$ cat src/rtl/hlsm_launcher.sv
`default_nettype none
// +--------------------------------------------------------------------------+
// | hlsm_launcher : Start/Done initiator for a generated HLSM core.          |
// | Accepts one job, launches the core, captures z/x and the cycle count.    |
// | Optional watchdog: define HLSM_LAUNCH_TIMEOUT_EN.                        |
// | Revision: 1.0                                                            |
// +--------------------------------------------------------------------------+
module hlsm_launcher #(
  parameter int DATA_W  = 32,
  parameter int CYC_W   = 16,
  parameter int TIMEOUT = 1024
) (
  input  logic              Clk,
  input  logic              Rst,
  input  logic              job_valid,
  output logic              job_ready,
  input  logic [DATA_W-1:0] job_a,
  input  logic [DATA_W-1:0] job_b,
  input  logic [DATA_W-1:0] job_c,
  input  logic [DATA_W-1:0] job_start,
  input  logic [DATA_W-1:0] job_inc,
  output logic              core_start,
  output logic [DATA_W-1:0] core_a,
  output logic [DATA_W-1:0] core_b,
  output logic [DATA_W-1:0] core_c,
  output logic [DATA_W-1:0] core_st,
  output logic [DATA_W-1:0] core_inc,
  input  logic              core_done,
  input  logic [DATA_W-1:0] core_z,
  input  logic [DATA_W-1:0] core_x,
  output logic              res_valid,
  input  logic              res_ready,
  output logic [DATA_W-1:0] res_z,
  output logic [DATA_W-1:0] res_x,
  output logic [CYC_W-1:0]  res_cycles,
  output logic              res_timeout,
  output logic              busy
);

  localparam logic [1:0] S_IDLE   = 2'd0;
  localparam logic [1:0] S_ARM    = 2'd1;
  localparam logic [1:0] S_WAIT   = 2'd2;
  localparam logic [1:0] S_RESULT = 2'd3;

  logic [1:0]        state_q, state_d;
  logic              start_q, start_d;
  logic              armed_q, armed_d;
  logic [CYC_W-1:0]  cnt_q, cnt_d, cnt_next;
  logic [DATA_W-1:0] a_q, a_d, b_q, b_d, c_q, c_d, st_q, st_d, inc_q, inc_d;
  logic [DATA_W-1:0] res_z_q, res_z_d, res_x_q, res_x_d;
  logic [CYC_W-1:0]  res_cycles_q, res_cycles_d;
  logic              res_valid_q, res_valid_d;
  logic              done_seen;

  assign done_seen = armed_q & core_done;
  assign cnt_next  = (cnt_q == {CYC_W{1'b1}}) ? cnt_q : cnt_q + CYC_W'(1);

`ifdef HLSM_LAUNCH_TIMEOUT_EN
  logic res_timeout_q, res_timeout_d;
  logic timeout_hit;
  assign timeout_hit = (64'(cnt_q) >= 64'(TIMEOUT));
  assign res_timeout = res_timeout_q;
`else
  // Constant 0; keeps TIMEOUT referenced in builds without the watchdog.
  assign res_timeout = (TIMEOUT < 0);
`endif

  always_comb begin
    state_d      = state_q;
    start_d      = start_q;
    armed_d      = armed_q;
    cnt_d        = cnt_q;
    a_d          = a_q;
    b_d          = b_q;
    c_d          = c_q;
    st_d         = st_q;
    inc_d        = inc_q;
    res_z_d      = res_z_q;
    res_x_d      = res_x_q;
    res_cycles_d = res_cycles_q;
    res_valid_d  = res_valid_q;
`ifdef HLSM_LAUNCH_TIMEOUT_EN
    res_timeout_d = res_timeout_q;
`endif
    case (state_q)
      S_IDLE: begin
        if (job_valid) begin
          a_d     = job_a;
          b_d     = job_b;
          c_d     = job_c;
          st_d    = job_start;
          inc_d   = job_inc;
          start_d = 1'b1;
          armed_d = 1'b0;
          cnt_d   = '0;
`ifdef HLSM_LAUNCH_TIMEOUT_EN
          res_timeout_d = 1'b0;
`endif
          state_d = S_ARM;
        end
      end
      S_ARM: begin
        cnt_d = cnt_next;
        // Done seen high here is left over from the previous job.
        if (!core_done) begin
          armed_d = 1'b1;
          state_d = S_WAIT;
        end
      end
      S_WAIT: begin
        cnt_d = cnt_next;
        if (done_seen) begin
          res_z_d      = core_z;
          res_x_d      = core_x;
          res_cycles_d = cnt_q;
          start_d      = 1'b0;
          res_valid_d  = 1'b1;
          state_d      = S_RESULT;
        end
      end
      default: begin
        if (res_ready) begin
          res_valid_d = 1'b0;
          state_d     = S_IDLE;
        end
      end
    endcase
`ifdef HLSM_LAUNCH_TIMEOUT_EN
    if (timeout_hit && (state_q == S_ARM || (state_q == S_WAIT && !done_seen))) begin
      start_d       = 1'b0;
      res_z_d       = '0;
      res_x_d       = '0;
      res_cycles_d  = cnt_q;
      res_timeout_d = 1'b1;
      res_valid_d   = 1'b1;
      state_d       = S_RESULT;
    end
`endif
  end

  always_ff @(posedge Clk or negedge Rst) begin
    if (!Rst) begin
      state_q      <= S_IDLE;
      start_q      <= 1'b0;
      armed_q      <= 1'b0;
      cnt_q        <= '0;
      a_q          <= '0;
      b_q          <= '0;
      c_q          <= '0;
      st_q         <= '0;
      inc_q        <= '0;
      res_z_q      <= '0;
      res_x_q      <= '0;
      res_cycles_q <= '0;
      res_valid_q  <= 1'b0;
`ifdef HLSM_LAUNCH_TIMEOUT_EN
      res_timeout_q <= 1'b0;
`endif
    end else begin
      state_q      <= state_d;
      start_q      <= start_d;
      armed_q      <= armed_d;
      cnt_q        <= cnt_d;
      a_q          <= a_d;
      b_q          <= b_d;
      c_q          <= c_d;
      st_q         <= st_d;
      inc_q        <= inc_d;
      res_z_q      <= res_z_d;
      res_x_q      <= res_x_d;
      res_cycles_q <= res_cycles_d;
      res_valid_q  <= res_valid_d;
`ifdef HLSM_LAUNCH_TIMEOUT_EN
      res_timeout_q <= res_timeout_d;
`endif
    end
  end

  // Start drops in the very cycle Done is seen so the core never relaunches.
  assign core_start = start_q & ~done_seen;
  // Gated with reset so every output reads 0 while reset is held.
  assign job_ready  = (state_q == S_IDLE) & Rst;
  assign busy       = (state_q != S_IDLE);
  assign core_a     = a_q;
  assign core_b     = b_q;
  assign core_c     = c_q;
  assign core_st    = st_q;
  assign core_inc   = inc_q;
  assign res_z      = res_z_q;
  assign res_x      = res_x_q;
  assign res_cycles = res_cycles_q;
  assign res_valid  = res_valid_q;

endmodule
`default_nettype wire

$ cat config.mk
export PLATFORM = sky130hd
export DESIGN_NAME = hlsm_launcher
export DESIGN_NICKNAME = d
export VERILOG_FILES = /design/src/rtl/hlsm_launcher.sv
export SDC_FILE = /design/constraint.sdc
export NUM_CORES = 1
export LEC_CHECK = 0
export ABC_AREA = 1
export ABC_CLOCK_PERIOD_IN_PS = 4050
export BUFFER_PORTS_ARGS = -buffer_cell sky130_fd_sc_hd__buf_4
export CAP_MARGIN = 15
export CORE_AREA = 3 3 185 187
export CTS_CLUSTER_SIZE = 28
export DETAILED_ROUTE_END_ITERATION = 12
export DIE_AREA = 0 0 188 190
export GPL_ROUTABILITY_DRIVEN = 0
export SLEW_MARGIN = 10
export SYNTH_ARGS = -nofsm -noshare
export SYNTH_HDL_FRONTEND = slang
export SYNTH_SLANG_ARGS = --single-unit
export TNS_END_PERCENT = 5
$ cat constraint.sdc
create_clock -name Clk -period 4.05 [get_ports Clk]
set_input_delay 0 -clock Clk [delete_from_list [all_inputs] [get_ports Clk]]
set_output_delay 0 -clock Clk [all_outputs]
set_load 0.02 [all_outputs]
### After elaboration in Yosys (flattened, before gate mapping)

Cells that the tools add are included.

* register bits after elaboration: 261
* bits of input ports: 229
* output and inout port bits: 245

* multiplexer cells: 17
* reductions and logical operators: 16
* equality and inequality tests: 7
* bitwise operators: 5
* add/subtract/negate cells: 1

Operator list (number)
* two-way mux 16 bit: 2
* one-hot mux 16 bit (2 select lines): 1
* adder 16 x 1 -> 16 bit (second input constant): 1
* == test 16 bit (second input constant): 1
* AND reduction 3 bit: 4
* nonzero test 2 bit: 5
* two-way mux 2 bit: 4
* != test 2 bit (second input constant): 4
* two-way mux 1 bit: 6
* one-hot mux 1 bit (2 select lines): 3
* one-hot mux 2 bit (3 select lines): 1
* AND reduction 2 bit: 2
* AND reduction 4 bit: 1
* nonzero test 4 bit: 1
* OR reduction 2 bit: 2
* AND 1 bit: 3
* == test 2 x 1 -> 1 bit (second input constant): 1
* == test 2 bit (second input constant): 1
* logical NOT 2 bit: 1
* inverter 1 bit: 2

### Logic depth before layout (Yosys ltp)

* word-level depth: 4
* depth in mapped cells: 10
* mapped depth without buffers: 10

### Worst setup path before layout

Ideal clock, no wire load.

* kind: reg-to-reg
* start point: register state_q[0]
* end point: register b_q[0] (netlist: core_b[0])
* slack: 2451 ps
* cell stages (with the launch flop): 7
* arrival: 1471 ps
* period minus slack after synthesis: 1599 ps
* library setup time: 128 ps
* cells stage by stage: dfrtp_1 > inv_1 > ha_1 > nand2_2 > buf_2 > buf_2 > mux2_1

* cells in the longest elaborated chain, start to end: 2

RTL lines
* from (decl): line 45 `logic [1:0] state_q, state_d;`
* from (signal assigned): line 160 `state_q <= state_d;`
* logical NOT 2 bit: line 85 `case (state_q)`
* AND reduction 2 bit (no line)
* to (signal assigned): line 148 `b_q <= '0;`
* to (signal assigned): line 165 `b_q <= b_d;`
* to (decl): line 49 `logic [DATA_W-1:0] a_q, a_d, b_q, b_d, c_q, c_d, st_q, st_d, inc_q, inc_d;`

Every way passes these cells.
A chain may end at the register's enable or synchronous reset.

### Final worst setup path

* start point: register state_q[0]
* end point: register b_q[1] (netlist: core_b[1])

Same word-level chain as after synthesis.

==> results.ini <==
[synth]
synthTopCellsByCount=261 x dfrtp_1, 121 x mux2_2, 107 x mux2_1, 78 x nand2_1, 28 x o21ai_0
yosysTopAreaCellShare_pct=64.0
synth-edff-count=0
synth_cell_type_count=32
syn-num-nets=943
yosysSeqAreaShare_pct=64.0
synth_warnings=0
syn-cell-area_sq_mm=0.0102
yosys_register_bits=261
ys_async_sr_fraction_pct=100
yosysMostFrequentCell=dfrtp_1
yosys-top-cells-area=dfrtp_1 64%, mux2_2 13%, mux2_1 12%
ys.flop_type=dfrtp_1
synthCells=710
avgSynthCellArea_sq_um=14.4
yosysTopAreaCell=dfrtp_1

[sta]
rsz0062_at_grt=no
slew_headroom_pct=43.4
min_period_ns=2.41
fin_skew_ns=0.00880
period_share_pct=59.5
drv_slew=0
max_freq_ghz=0.415
setup_viol=0
hold_viol=0
tightest_slew_ns=0.849
tns_ns=0

[critical_path]
cp-end-kind=register
crit_type=reg2reg
cp.required_ns=4.47
start_kind=register
arrival_ns=2.83
path_max_fanout=91

[worst_hold_path]
hp-class=in2reg

[final_layout]
final_area_sq_mm=0.0175
num-nets-final=1651
syn_to_final_growth_pct=71.9
drive_gt1_share_pct=46.1

[floorplan]
num_rows=66
io_pins=474
start_util_pct=31.3
die_h_microns=190
coreArea_sq_mm=0.0326
die_w_microns=188
die_area_sq_mm=0.0357

[power_and_ir_drop]
p_leak_nw=8.30
pwr_density_cell_mw_per_mm2=755
ir_worst_vdd_v=0.000421

[place]
place_area_sq_mm=0.0142
io_buffers=472
dpl.hpwl_mm=23.0

[detailed_routing]
finalWirelength_mm=33.8
drtIter0Drc=267
post_drt_wl_per_cell_microns=17.9
ant_nets=0
route.detailed.drc=0
firstDrtPassIters=4
viasPerCell=4.37
via_count=8220

[clocking]
ctsRootBufferMaster=clkbuf_16
cts_buffers=30
cts.path.max_buffers=3
cts.reportedPaths.clkPinSlew_ns=0.06
cts_resized=0
cts_num_sinks=261
ctsHtreeMaxLevel=1
post_cts_buffers=0
cts_tree=built
clk_latency_ns=0.54

[job]
cap_violations=0

[global_routing]
grt-ovfl-total=0
grt_pass1_vias=9070
grt_pass1_wl_mm=52.1
antenna_found_initial=1
grt_max_degree=109
track_usage_pct=18.2

[outcome]
status=finished, final reports clean

## where the power goes
group	switching, mW	internal, mW
Sequential	0.677	3.81
Clock	1.07	1.73
Combinational	3.16	2.79
## layer usage
layer  global-route usage, %  vias to the layer above  part of all wire, %
met4                    5.17                        0                  2.7
met3                    5.07                       58                  7.1
met5                       0                        -                    0
met1                    21.8                     4032                   39
li1                        -                     3839                    -
met2                    32.2                      291                   51
## stage by stage
stage | setup slack (ns) | util (%) | power (mW) | hold WS [ns] | cells
finish | 1.64 | 53.7 | 13.2 | 0.0600 | 1881
global route | 1.47 | 53.7 | 13.9 | 0.131 | 1881
CTS | 1.63 | 53.7 | 13.4 | 0.0272 | 1880
detailed placement | 1.65 | 43.6 | 10.3 | 0.148 | 1600
global placement | 1.72 | 43.6 | 10.2 | 0.154 | 1600
floorplan | 2.45 | - | 7.53 | -0.296 | 710
## state kept, by name, indices dropped and copies added (netlist names)
register / count
cnt_q: 16
core_c: 32
res_cycles: 16
res_x: 32
core_a: 32
core_inc: 32
start_q: 1
core_st: 32
res_z: 32
state_q: 2
armed_q: 1
res_valid: 1
core_b: 32
## final timing paths
path                                     from             to  depth (start not counted)  slack (ns)
worst max-delay path               state_q[0]      core_b[1]                          5        1.64
worst min-delay path                job_valid        start_q                          5        0.06
worst max register to register     state_q[0]      core_b[1]                          5        1.64
worst min register to register  res_cycles[8]  res_cycles[8]                          2        0.49
max in group asynchronous                 Rst     core_b[19]                          3        2.84
min in group asynchronous                 Rst     core_a[17]                          2        0.15
## cell families (layout without fill, tap and decap cells)
group | after synthesis | count (layout) | synth area share [%]
buf+inv | 54 | 782 | 2.72
compound gates | 34 | 34 | 1.78
mux | 228 | 228 | 25.2
fa+ha+maj | 4 | 4 | 0.491
xor+xnor | 7 | 7 | 0.601
simple gates | 121 | 121 | 5.15
flops | 261 | 261 | 64.0
other cells | 1 | 2 | 0.0368
## area by class of cell
cell class,count,area (sq um)
fill,2737,15100
sequential,261,6530
timing repair buffer,706,5900
multi-input combinational,395,3420
clock buffer,39,856
tap,442,553
clock inverter,13,175
inverter,24,90.1
antenna,1,2.50
## placed cells by master, fill, tap and decap left out, types with 5 or more instances in the layout
master and n:
mux2_2 121, dfrtp_1 261, inv_1 21, o21ai_0 28, clkbuf_8 5, nor2_1 16
mux2_1 107, clkbuf_16 31, clkinv_2 6, nand3_1 11, xor2_1 6, nand2_1 78
dlygate4sd3_1 228, buf_4 475
## critical path, cell delays in order, from the launching register on
cell and delay (ns):
dfrtp_1 0.40, inv_1 0.09, ha_1 0.37, nand2_8 0.48, buf_12 0.43, mux2_1 0.37
## what timing repair did
item / in CTS / in global routing
endpoints found under the hold margin: 333 / 0
setup endpoints to repair: 0 / 0
hold buffers: 228 / 0
Power figures use the tool's default switching activity.
